$ cat config.mk
export PLATFORM = sky130hd
export DESIGN_NAME = noc_msg_hdr_encoder
export DESIGN_NICKNAME = d
export VERILOG_FILES = /design/src/rtl/noc_msg_hdr_encoder.sv
export SDC_FILE = /design/constraint.sdc
export NUM_CORES = 1
export LEC_CHECK = 0
export ABC_CLOCK_PERIOD_IN_PS = 2500
export CAP_MARGIN = 20
export CORE_AREA = 2 2 420 422
export DETAILED_ROUTE_END_ITERATION = 8
export DIE_AREA = 0 0 422 424
export GPL_TIMING_DRIVEN = 0
export REMOVE_ABC_BUFFERS = 1
export SLEW_MARGIN = 20
export SYNTH_ARGS = -nofsm -noshare
export SYNTH_HDL_FRONTEND = slang
export SYNTH_SLANG_ARGS = --single-unit
$ cat constraint.sdc
create_clock -name clk -period 2.5 [get_ports clk]
set_input_delay 0.5 -clock clk [delete_from_list [all_inputs] [get_ports clk]]
set_output_delay 0.5 -clock clk [all_outputs]
set_load 0.01 [all_outputs]
$ cat src/rtl/noc_msg_hdr_encoder.sv
// rtl/noc_msg_hdr_encoder.sv - frames a message request plus a body flit stream into one header flit and body flits
`ifndef NOC_DATA_WIDTH
`define NOC_DATA_WIDTH 512
`endif
`ifndef MSG_DST_CHIPID_WIDTH
`define MSG_DST_CHIPID_WIDTH 14
`endif
`ifndef MSG_DST_X_WIDTH
`define MSG_DST_X_WIDTH 8
`endif
`ifndef MSG_DST_Y_WIDTH
`define MSG_DST_Y_WIDTH 8
`endif
`ifndef MSG_DST_FBITS_WIDTH
`define MSG_DST_FBITS_WIDTH 4
`endif
`ifndef MSG_SRC_FBITS_WIDTH
`define MSG_SRC_FBITS_WIDTH 4
`endif
`ifndef MSG_LENGTH_WIDTH
`define MSG_LENGTH_WIDTH 22
`endif
`ifndef MSG_TYPE_WIDTH
`define MSG_TYPE_WIDTH 8
`endif
`ifndef MSG_METADATA_FLITS_WIDTH
`define MSG_METADATA_FLITS_WIDTH 8
`endif
`ifndef PKT_IF_FBITS
`define PKT_IF_FBITS 4'd8
`endif

module noc_msg_hdr_encoder #(
   parameter int NOC_DATA_W = `NOC_DATA_WIDTH,
   parameter int SRC_X = 0,
   parameter int SRC_Y = 0,
   parameter logic [`MSG_SRC_FBITS_WIDTH-1:0] SRC_FBITS = `PKT_IF_FBITS,
   parameter int LEN_BYTES_W = 16
)(
   input  logic                             clk,
   input  logic                             rst,
   input  logic                             req_val,
   input  logic [`MSG_DST_X_WIDTH-1:0]      req_dst_x,
   input  logic [`MSG_DST_Y_WIDTH-1:0]      req_dst_y,
   input  logic [`MSG_DST_FBITS_WIDTH-1:0]  req_dst_fbits,
   input  logic [`MSG_TYPE_WIDTH-1:0]       req_msg_type,
   input  logic [LEN_BYTES_W-1:0]           req_bytes,
   output logic                             req_rdy,
   input  logic                             data_val,
   input  logic [NOC_DATA_W-1:0]            data,
   output logic                             data_rdy,
   output logic                             noc_val,
   output logic [NOC_DATA_W-1:0]            noc_data,
   input  logic                             noc_rdy
);
   localparam int CHIP_W = `MSG_DST_CHIPID_WIDTH;
   localparam int X_W = `MSG_DST_X_WIDTH;
   localparam int Y_W = `MSG_DST_Y_WIDTH;
   localparam int DFB_W = `MSG_DST_FBITS_WIDTH;
   localparam int SFB_W = `MSG_SRC_FBITS_WIDTH;
   localparam int LEN_W = `MSG_LENGTH_WIDTH;
   localparam int TYPE_W = `MSG_TYPE_WIDTH;
   localparam int META_W = `MSG_METADATA_FLITS_WIDTH;
   localparam int BASE_FLIT_W = 2*CHIP_W + 2*X_W + 2*Y_W + DFB_W + SFB_W + LEN_W + TYPE_W + META_W;
   localparam int FLIT_BYTES = NOC_DATA_W / 8;
   localparam int FLIT_SHIFT = $clog2(FLIT_BYTES);
   // One extra bit so a near-maximal byte count rounds up instead of wrapping.
   localparam int CNT_W = LEN_BYTES_W + 1;

   typedef enum logic [1:0] {IDLE, HDR, DATA} state_t;

   state_t                 state;
   state_t                 state_next;
   logic [CNT_W-1:0]       remaining;
   logic [NOC_DATA_W-1:0]  hdr_reg;
   logic [CNT_W-1:0]       byte_sum;
   logic [CNT_W-1:0]       nflits;
   logic [LEN_W-1:0]       msg_len;
   logic [BASE_FLIT_W-1:0] base_flit;

   assign byte_sum = {1'b0, req_bytes} + CNT_W'(FLIT_BYTES - 1);
   assign nflits   = byte_sum >> FLIT_SHIFT;
   assign msg_len  = LEN_W'(nflits);

   assign base_flit = {{CHIP_W{1'b0}}, req_dst_x, req_dst_y, req_dst_fbits, msg_len, req_msg_type,
                       {CHIP_W{1'b0}}, X_W'(SRC_X), Y_W'(SRC_Y), SRC_FBITS, {META_W{1'b0}}};

   always_ff @(posedge clk or posedge rst) begin
      if (rst) begin
         state <= IDLE;
      end else begin
         state <= state_next;
      end
   end

   // Header is captured only on acceptance so it stays stable through HDR stalls.
   always_ff @(posedge clk or posedge rst) begin
      if (rst) begin
         remaining <= '0;
         hdr_reg   <= '0;
      end else if (state == IDLE && req_val && req_rdy) begin
         remaining <= nflits;
         hdr_reg   <= {base_flit, {(NOC_DATA_W - BASE_FLIT_W){1'b0}}};
      end else if (state == DATA && data_val && data_rdy) begin
         remaining <= remaining - CNT_W'(1);
      end
   end

   always_comb begin
      state_next = state;
      req_rdy    = 1'b0;
      data_rdy   = 1'b0;
      noc_val    = 1'b0;
      noc_data   = '0;
      case (state)
         IDLE: begin
            req_rdy = ~rst;
            if (req_val && !rst) begin
               state_next = HDR;
            end
         end
         HDR: begin
            noc_val  = 1'b1;
            noc_data = hdr_reg;
            if (noc_rdy) begin
               state_next = (remaining == '0) ? IDLE : DATA;
            end
         end
         DATA: begin
            noc_val  = data_val;
            noc_data = data;
            data_rdy = noc_rdy;
            if (data_val && noc_rdy && remaining == CNT_W'(1)) begin
               state_next = IDLE;
            end
         end
         default: state_next = IDLE;
      endcase
   end
endmodule

==> results of run 1 <==
==> final timing paths <==
check                              from            end  slack (ns)  cells past startpoint
setup / recovery               state[0]   noc_data[29]       -0.19                     11
hold / removal                      rst   hdr_reg[485]        0.44                      2
setup reg to reg               state[0]  remaining[16]        0.18                      8
hold reg to reg            hdr_reg[465]   hdr_reg[465]        0.56                      2
max in group asynchronous           rst   hdr_reg[490]        1.57                      3
min in group clk           hdr_reg[465]   hdr_reg[465]        0.56                      2
==> kinds of logic after synthesis <==
family / after synthesis / share of synthesized area [%]
xor+xnor: 22 / 2.980
fa+ha+maj: 5 / 0.9675
flops: 59 / 22.83
mux: 5 / 0.7740
buf+inv: 85 / 4.934
compound gates: 71 / 7.392
simple gates: 670 / 60.12
==> power by group <==
part	leakage [nW]	switching (W)	internal, W
logic	10.1	0.00705	0.00632
clock network	0.157	0.000437	0.000900
registers	0.719	0.000903	0.00135
total	10.9	0.00839	0.00857
==> layout make-up <==
class | count | share of cell area [%]
tap | 2340 | 13.28
timing repair buffer | 1194 | 55.61
multi-input combinational | 773 | 22.58
antenna | 20 | 0.2269
sequential | 59 | 6.700
clock buffer | 12 | 1.118
clock inverter | 4 | 0.3347
inverter | 8 | 0.1588
==> repair_timing <==
action / in CTS / in global routing
setup endpoints to repair: 517 / 518
resized for setup: 622 / 1195
cloned: 12 / 42
pin swaps: 1 / 48
endpoints found under the hold margin: 0 / 0
buffers inserted: 4 / 52
==> Yosys cell counts (2+ instances only) <==
cell type / n / area (µm²)
nand2_1: 99 / 371.6
and3_1: 2 / 12.51
a211oi_1: 2 / 15.01
xor2_1: 5 / 43.79
nor2b_1: 42 / 262.8
or4_1: 3 / 22.52
or2_2: 2 / 12.51
nor3_1: 6 / 30.03
nor4_1: 4 / 25.02
a22oi_1: 40 / 300.3
or3_1: 3 / 18.77
ha_1: 5 / 62.56
o31ai_1: 2 / 15.01
nor2_1: 25 / 93.84
dfrtp_1: 59 / 1476
a21oi_1: 18 / 90.09
clkbuf_1: 74 / 277.8
inv_1: 8 / 30.03
or4_4: 2 / 22.52
xnor2_1: 17 / 148.9
nand4_1: 2 / 12.51
o21ai_0: 5 / 25.02
mux2i_1: 5 / 50.05
nand3_1: 3 / 15.01
buf_1: 3 / 11.26
and2_1: 474 / 2965
==> metal layers <==
metal  part of all wire [%]  vias up  wire (µm)
met5                   0.35        -        598
met4                    3.3       40       5559
met3                    8.3      418      14170
met2                     54      964      91560
met1                     35     5977      59020
li1                       -     5155          -
==> stage by stage <==
step                setup WS (ns)   TNS, ns  cell area [µm²]  utilization, %  total power (W)
finish                    -0.1932    -14.53            22050           12.61          0.01696
global route              -0.2312    -25.44            22030           12.59          0.01767
CTS                       -0.5507   -185.47            20550           11.74          0.01495
detailed placement         -1.227   -314.98            20140           11.51          0.01303
global placement           -13.04  -6115.56            19870           11.35         0.008181
floorplan                  -6.008  -2578.64             6177               -         0.004308
==> flow_summary_export.csv, run 1 <==
group,metric,value,unit
status,status,"finished with violations",
status,violations,"negative setup slack",
timing,finClkSkew,0.004704,ns
cells_and_area,fillers,20272,
timing,max_slew_margin,60.58,%
cells_and_area,final_cell_mix,"578 x clkdlybuf4s50_1, 371 x and2_1, 155 x clkbuf_2",
worst_setup_path,crit_arrival,2.19,ns
die,row_count,154,
drt,wl_per_cell,38.75,µm
cells_and_area,final_common_cell,"clkdlybuf4s50_1",
clocking,clock_sinks,59,
synth,ys_ff_latch,59,
placement,dp_hpwl,149.2,mm
timing,slew_viol_final,0,
worst_setup_path,critPathTopFamily,"buffers and inverters",
drt,antenna_left,0,
placement,gp_congestion,1.197,
clocking,cts_hold_buf,0,
cells_and_area,layout-drive-gt1-share,30.39,%
die,die_width,422,µm
timing,whs,0.4446,ns
timing,rsz0062_at_grt,"yes",
global_routing,antenna_found_initial,214,
clocking,path_clk_slew,0.05,ns
cells_and_area,nets,2611,
global_routing,grt_use_total,17.34,%
die,pin_count,1076,
die,initial_utilization,3.696,%
cells_and_area,finalNonFillerCells,4410,
drt,drt-total-wl,170.9,mm
worst_setup_path,crit_chain,"inv_4, ha_4, buf_12, buf_16, buf_12, buf_16, buf_6, clkbuf_16, buf_12, and2_4, buf_12",
global_routing,use_met2,34.53,%
drt,drt_pass1_iterations,5,
worst_setup_path,critPathBufInv,9,
synth,async_reset_ff_share,100.0,%
worst_setup_path,path_max_fanout,6,
worst_setup_path,worstSetupPathType,"reg -> out",
placement,post-place-cells,4265,
global_routing,grt_start_max_net_pins,57,
power_and_ir_drop,vdd.ir_drop.worst,0.3576,mV
clocking,clk_path_buf_depth,2,
timing,finalHoldViolations,0,
timing,timing.final.ws_setup,-0.1932,ns
drt,drt_iter0_markers,671,
synth,synth_edf_count,0,
timing,fin_crit,2.693,ns
clocking,cts_tree,"done",
power_and_ir_drop,power.density,769.0,nW/µm²
placement,io_buffers,1075,
job,maxCapViolations,0,
synth,syn_area,6466,µm²
worst_setup_path,cpMostUsedCell,"buf_12",
cells_and_area,area_delta_synth_final,241.1,%
cells_and_area,largest_reg_flops,40,
worst_setup_path,cp.required,2.00,ns
clocking,numCtsBuffers,9,
drt,num_vias,12554,
timing,worst_pin_slew,0.5859,ns
global_routing,grt_pass1_vias,10987,
timing,clock.fmax,371.3,MHz
worst_setup_path,cpMaxStageDelayCell,"dfrtp_2",
global_routing,grt_pass1_wl,186.4,mm
power_and_ir_drop,leakage,10.93,nW
cells_and_area,multi_input_area,4980,µm²
drt,viasPerCell,2.847,
synth,ys_seq_area_share,22.83,%
clocking,htreeDepth,3,
worst_setup_path,start_kind,"register",
timing,min_period_over_period,107.7,%
die,coreArea,175000,µm²
clocking,cts_root_buf,"clkbuf_16",
drt,drc,0,
worst_setup_path,cp_slowest_stage_delay,0.38,ns
synth,ys.flop_type,"dfrtp_1",
synth,synth_cell_type_count,33,
die,floorplan.die_area,178900,µm²
global_routing,gr-usage-met1,18.00,%
global_routing,grt.busiest_layer,"met2",
clocking,clock_latency,0.33,ns
synth,synth_warnings,0,
die,chipHeight,424,µm
global_routing,grt_overflow,0,
timing,setup_viol,195,
global_routing,use_met3,4.738,%
hold_path,hold_class,"in -> async",
synth,synthCells,917,
cells_and_area,ff_latch_area,1478,µm²
synth,syn_avg_cell_area,7.051,µm²
worst_setup_path,end_kind,"output pin",
No activity file was read; power rests on OpenSTA's default activity.
==> inputs of run 2 (changes only) <==
Settings changed: PLACE_DENSITY set to 0.3.
==> run 2 against run 1 <==
Against the previous run:
- the flow still finishes with violations (negative setup slack)
- cell count is 1.0% higher
- worst setup slack better by 0.024 ns
- sequential share of layout area is 0.36 points lower
- die area stayed put
- clock skew is 0.0089 ns higher
- utilization is 0.70 points higher
- cell area is 5.6% higher
- hold slack better by 0.031 ns
- wire length is 17% lower
- fmax is 0.89% higher
- flip-flop and latch count stayed put
- critical path depth is 2 lower
- highest routed layer unchanged
==> flow_summary_export.csv, run 2 (synthesized netlist as in run 1, its figures left out) <==
group,metric,value,unit
status,status,"finished with violations",
placement,gp_congestion,0.9407,
worst_setup_path,reg2reg_depth,8,
drt,drt-total-wl,141.2,mm
global_routing,antenna_found_initial,153,
clocking,clk_path_buf_depth,2,
power_and_ir_drop,power.density,758.2,nW/µm²
clocking,cts_root_buf,"clkbuf_16",
drt,drc,0,
worst_setup_path,cpMaxStageDelayCell,"dfrtp_1",
worst_setup_path,crit_chain,"ha_4, buf_16, buf_16, buf_16, buf_12, buf_16, buf_12, and2_4, buf_6",
power_and_ir_drop,power,0.01766,W
power_and_ir_drop,vdd.ir_drop.worst,0.4400,mV
worst_setup_path,end_kind,"output pin",
worst_setup_path,cp.required,2.00,ns
cells_and_area,nets,2660,
drt,num_vias,11939,
global_routing,grt_overflow,0,
die,chipHeight,424,µm
worst_setup_path,cpMostUsedCell,"buf_16",
worst_setup_path,worstSetupPathType,"reg -> out",
status,violations,"negative setup slack",
timing,slew_viol_final,0,
placement,io_buffers,1075,
worst_setup_path,crit_arrival,2.17,ns
die,pin_count,1076,
drt,viasPerCell,2.680,
hold_path,hold_path_depth,1,
worst_setup_path,timing.rr.start,"state[0]",
global_routing,grt_pass1_wl,162.9,mm
clocking,cts_tree,"done",
clocking,clock_sinks,59,
timing,timing.final.ws_setup,-0.1693,ns
power_and_ir_drop,power.internal,0.009831,W
power_and_ir_drop,leakage,9.855,nW
clocking,htreeDepth,3,
cells_and_area,largest_reg_flops,40,
cells_and_area,stdcell_area,23290,µm²
placement,dp_hpwl,118.1,mm
power_and_ir_drop,seqPwrFrac,9.6,%
placement,postPlaceCellArea,20230,µm²
worst_setup_path,path_max_fanout,7,
job,maxCapViolations,0,
power_and_ir_drop,swShare,44.32,%
cells_and_area,layout-drive-gt1-share,41.21,%
hold_path,hold_start,"hdr_reg[417]",
cells_and_area,multi_input_area,5339,µm²
drt,drt_iter0_markers,495,
timing,min_period_over_period,106.8,%
cells_and_area,fillers,20149,
clocking,path_clk_slew,0.07,ns
worst_setup_path,rr_endpoint,"remaining[16]",
power_and_ir_drop,switching_power,0.007826,W
timing,final.setup.tns,-6.906,ns
global_routing,grt_use_total,14.76,%
timing,whs,0.4755,ns
die,die_width,422,µm
clocking,numCtsBuffers,9,
cells_and_area,final_cell_mix,"561 x clkdlybuf4s50_1, 278 x and2_1, 207 x buf_6",
clocking,clock_latency,0.38,ns
hold_path,min_to,"hdr_reg[417]",
hold_path,hold_class,"reg -> reg",
power_and_ir_drop,clkPwrFrac,8.6,%
drt,wl_per_cell,31.69,µm
die,row_count,154,
timing,rsz0062_at_grt,"yes",
timing,setup_viol,120,
timing,max_slew_margin,45.63,%
cells_and_area,final_common_cell,"clkdlybuf4s50_1",
cells_and_area,area_delta_synth_final,260.1,%
die,floorplan.die_area,178900,µm²
worst_setup_path,start_kind,"register",
cells_and_area,ff_latch_area,1476,µm²
global_routing,grt_pass1_vias,11261,
worst_setup_path,r2r_slack,0.10,ns
timing,finClkSkew,0.01358,ns
timing,worst_pin_slew,0.8155,ns
timing,clock.fmax,374.6,MHz
global_routing,grt_start_max_net_pins,33,
timing,fin_crit,2.669,ns
die,coreArea,175000,µm²
worst_setup_path,cp_slowest_stage_delay,0.42,ns
power_and_ir_drop,p_comb_share,81.8,%
drt,drt_pass1_iterations,5,
drt,antenna_left,0,
timing,finalHoldViolations,0,
die,initial_utilization,3.696,%
## run 2: cell type report
class	count	share of cell area, %
Sequential cell	59	6.340
Multi-Input combinational cell	773	22.93
Inverter	8	0.1397
Antenna cell	16	0.1719
Tap cell	2340	12.57
Clock inverter	7	0.4298
Timing Repair Buffer	1243	56.45
Clock buffer	9	0.9671
## run 2: worst max path at each step
stage                        start       endpoint  slack, ns
after floorplan           state[0]  remaining[16]      -6.01
after global placement    state[0]  remaining[10]     -16.06
after detailed placement  state[0]  noc_data[471]      -1.27
after CTS                 state[1]  noc_data[413]      -0.27
after global routing      state[0]  noc_data[331]      -0.24
final                     state[1]  noc_data[331]      -0.17
## run 2: power by group through the flow
| stage | clock, W | sequential (W) | combinational, W |
|---|---|---|---|
| finish | 0.00152 | 0.00170 | 0.0144 |
| global route | 0.00166 | 0.00176 | 0.0153 |
| CTS | 0.00167 | 0.00170 | 0.0131 |
| detailed placement | 0 | 0.00170 | 0.0104 |
| global placement | 0 | 0.00170 | 0.00541 |
| floorplan | 0 | 0.00156 | 0.00275 |
## run 2: metrics by stage
| step | setup slack, ns | std cells | util (%) |
|---|---|---|---|
| after floorplan | -6.008 | 840 | - |
| after global placement | -16.06 | 4255 | 11.35 |
| after detailed placement | -1.266 | 4268 | 11.56 |
| after CTS | -0.2665 | 4396 | 12.67 |
| after global routing | -0.2422 | 4449 | 13.30 |
| final | -0.1693 | 4455 | 13.31 |
## run 2: repair_timing
action | CTS | global route
buffers inserted | 79 | 37
pin swaps | 49 | 88
endpoints found under the setup margin | 532 | 381
resized for setup | 2136 | 657
cloned | 34 | 21
hold buffers | 0 | 0
## run 2: layer usage
metal  part of all wire, %  GRT usage (%)
met1                    34          14.71
met2                    56          29.47
met3                   6.2          3.681
met4                   3.7          4.583
met5                 0.045              0
## run 2: critical path, delay by kind of cell, from the launching register on
kind | cells | cell delay [ns]
adders and majority gates | 1 | 0.20
buffers and inverters | 7 | 0.97
DFF | 1 | 0.42
and+or+nand+nor | 1 | 0.17
==> inputs of run 3 (changes only) <==
Settings changed: CTS_CLUSTER_DIAMETER set to 80.
==> results of run 3 <==
The final DEF is identical to that of run 2; final timing and power are the same.
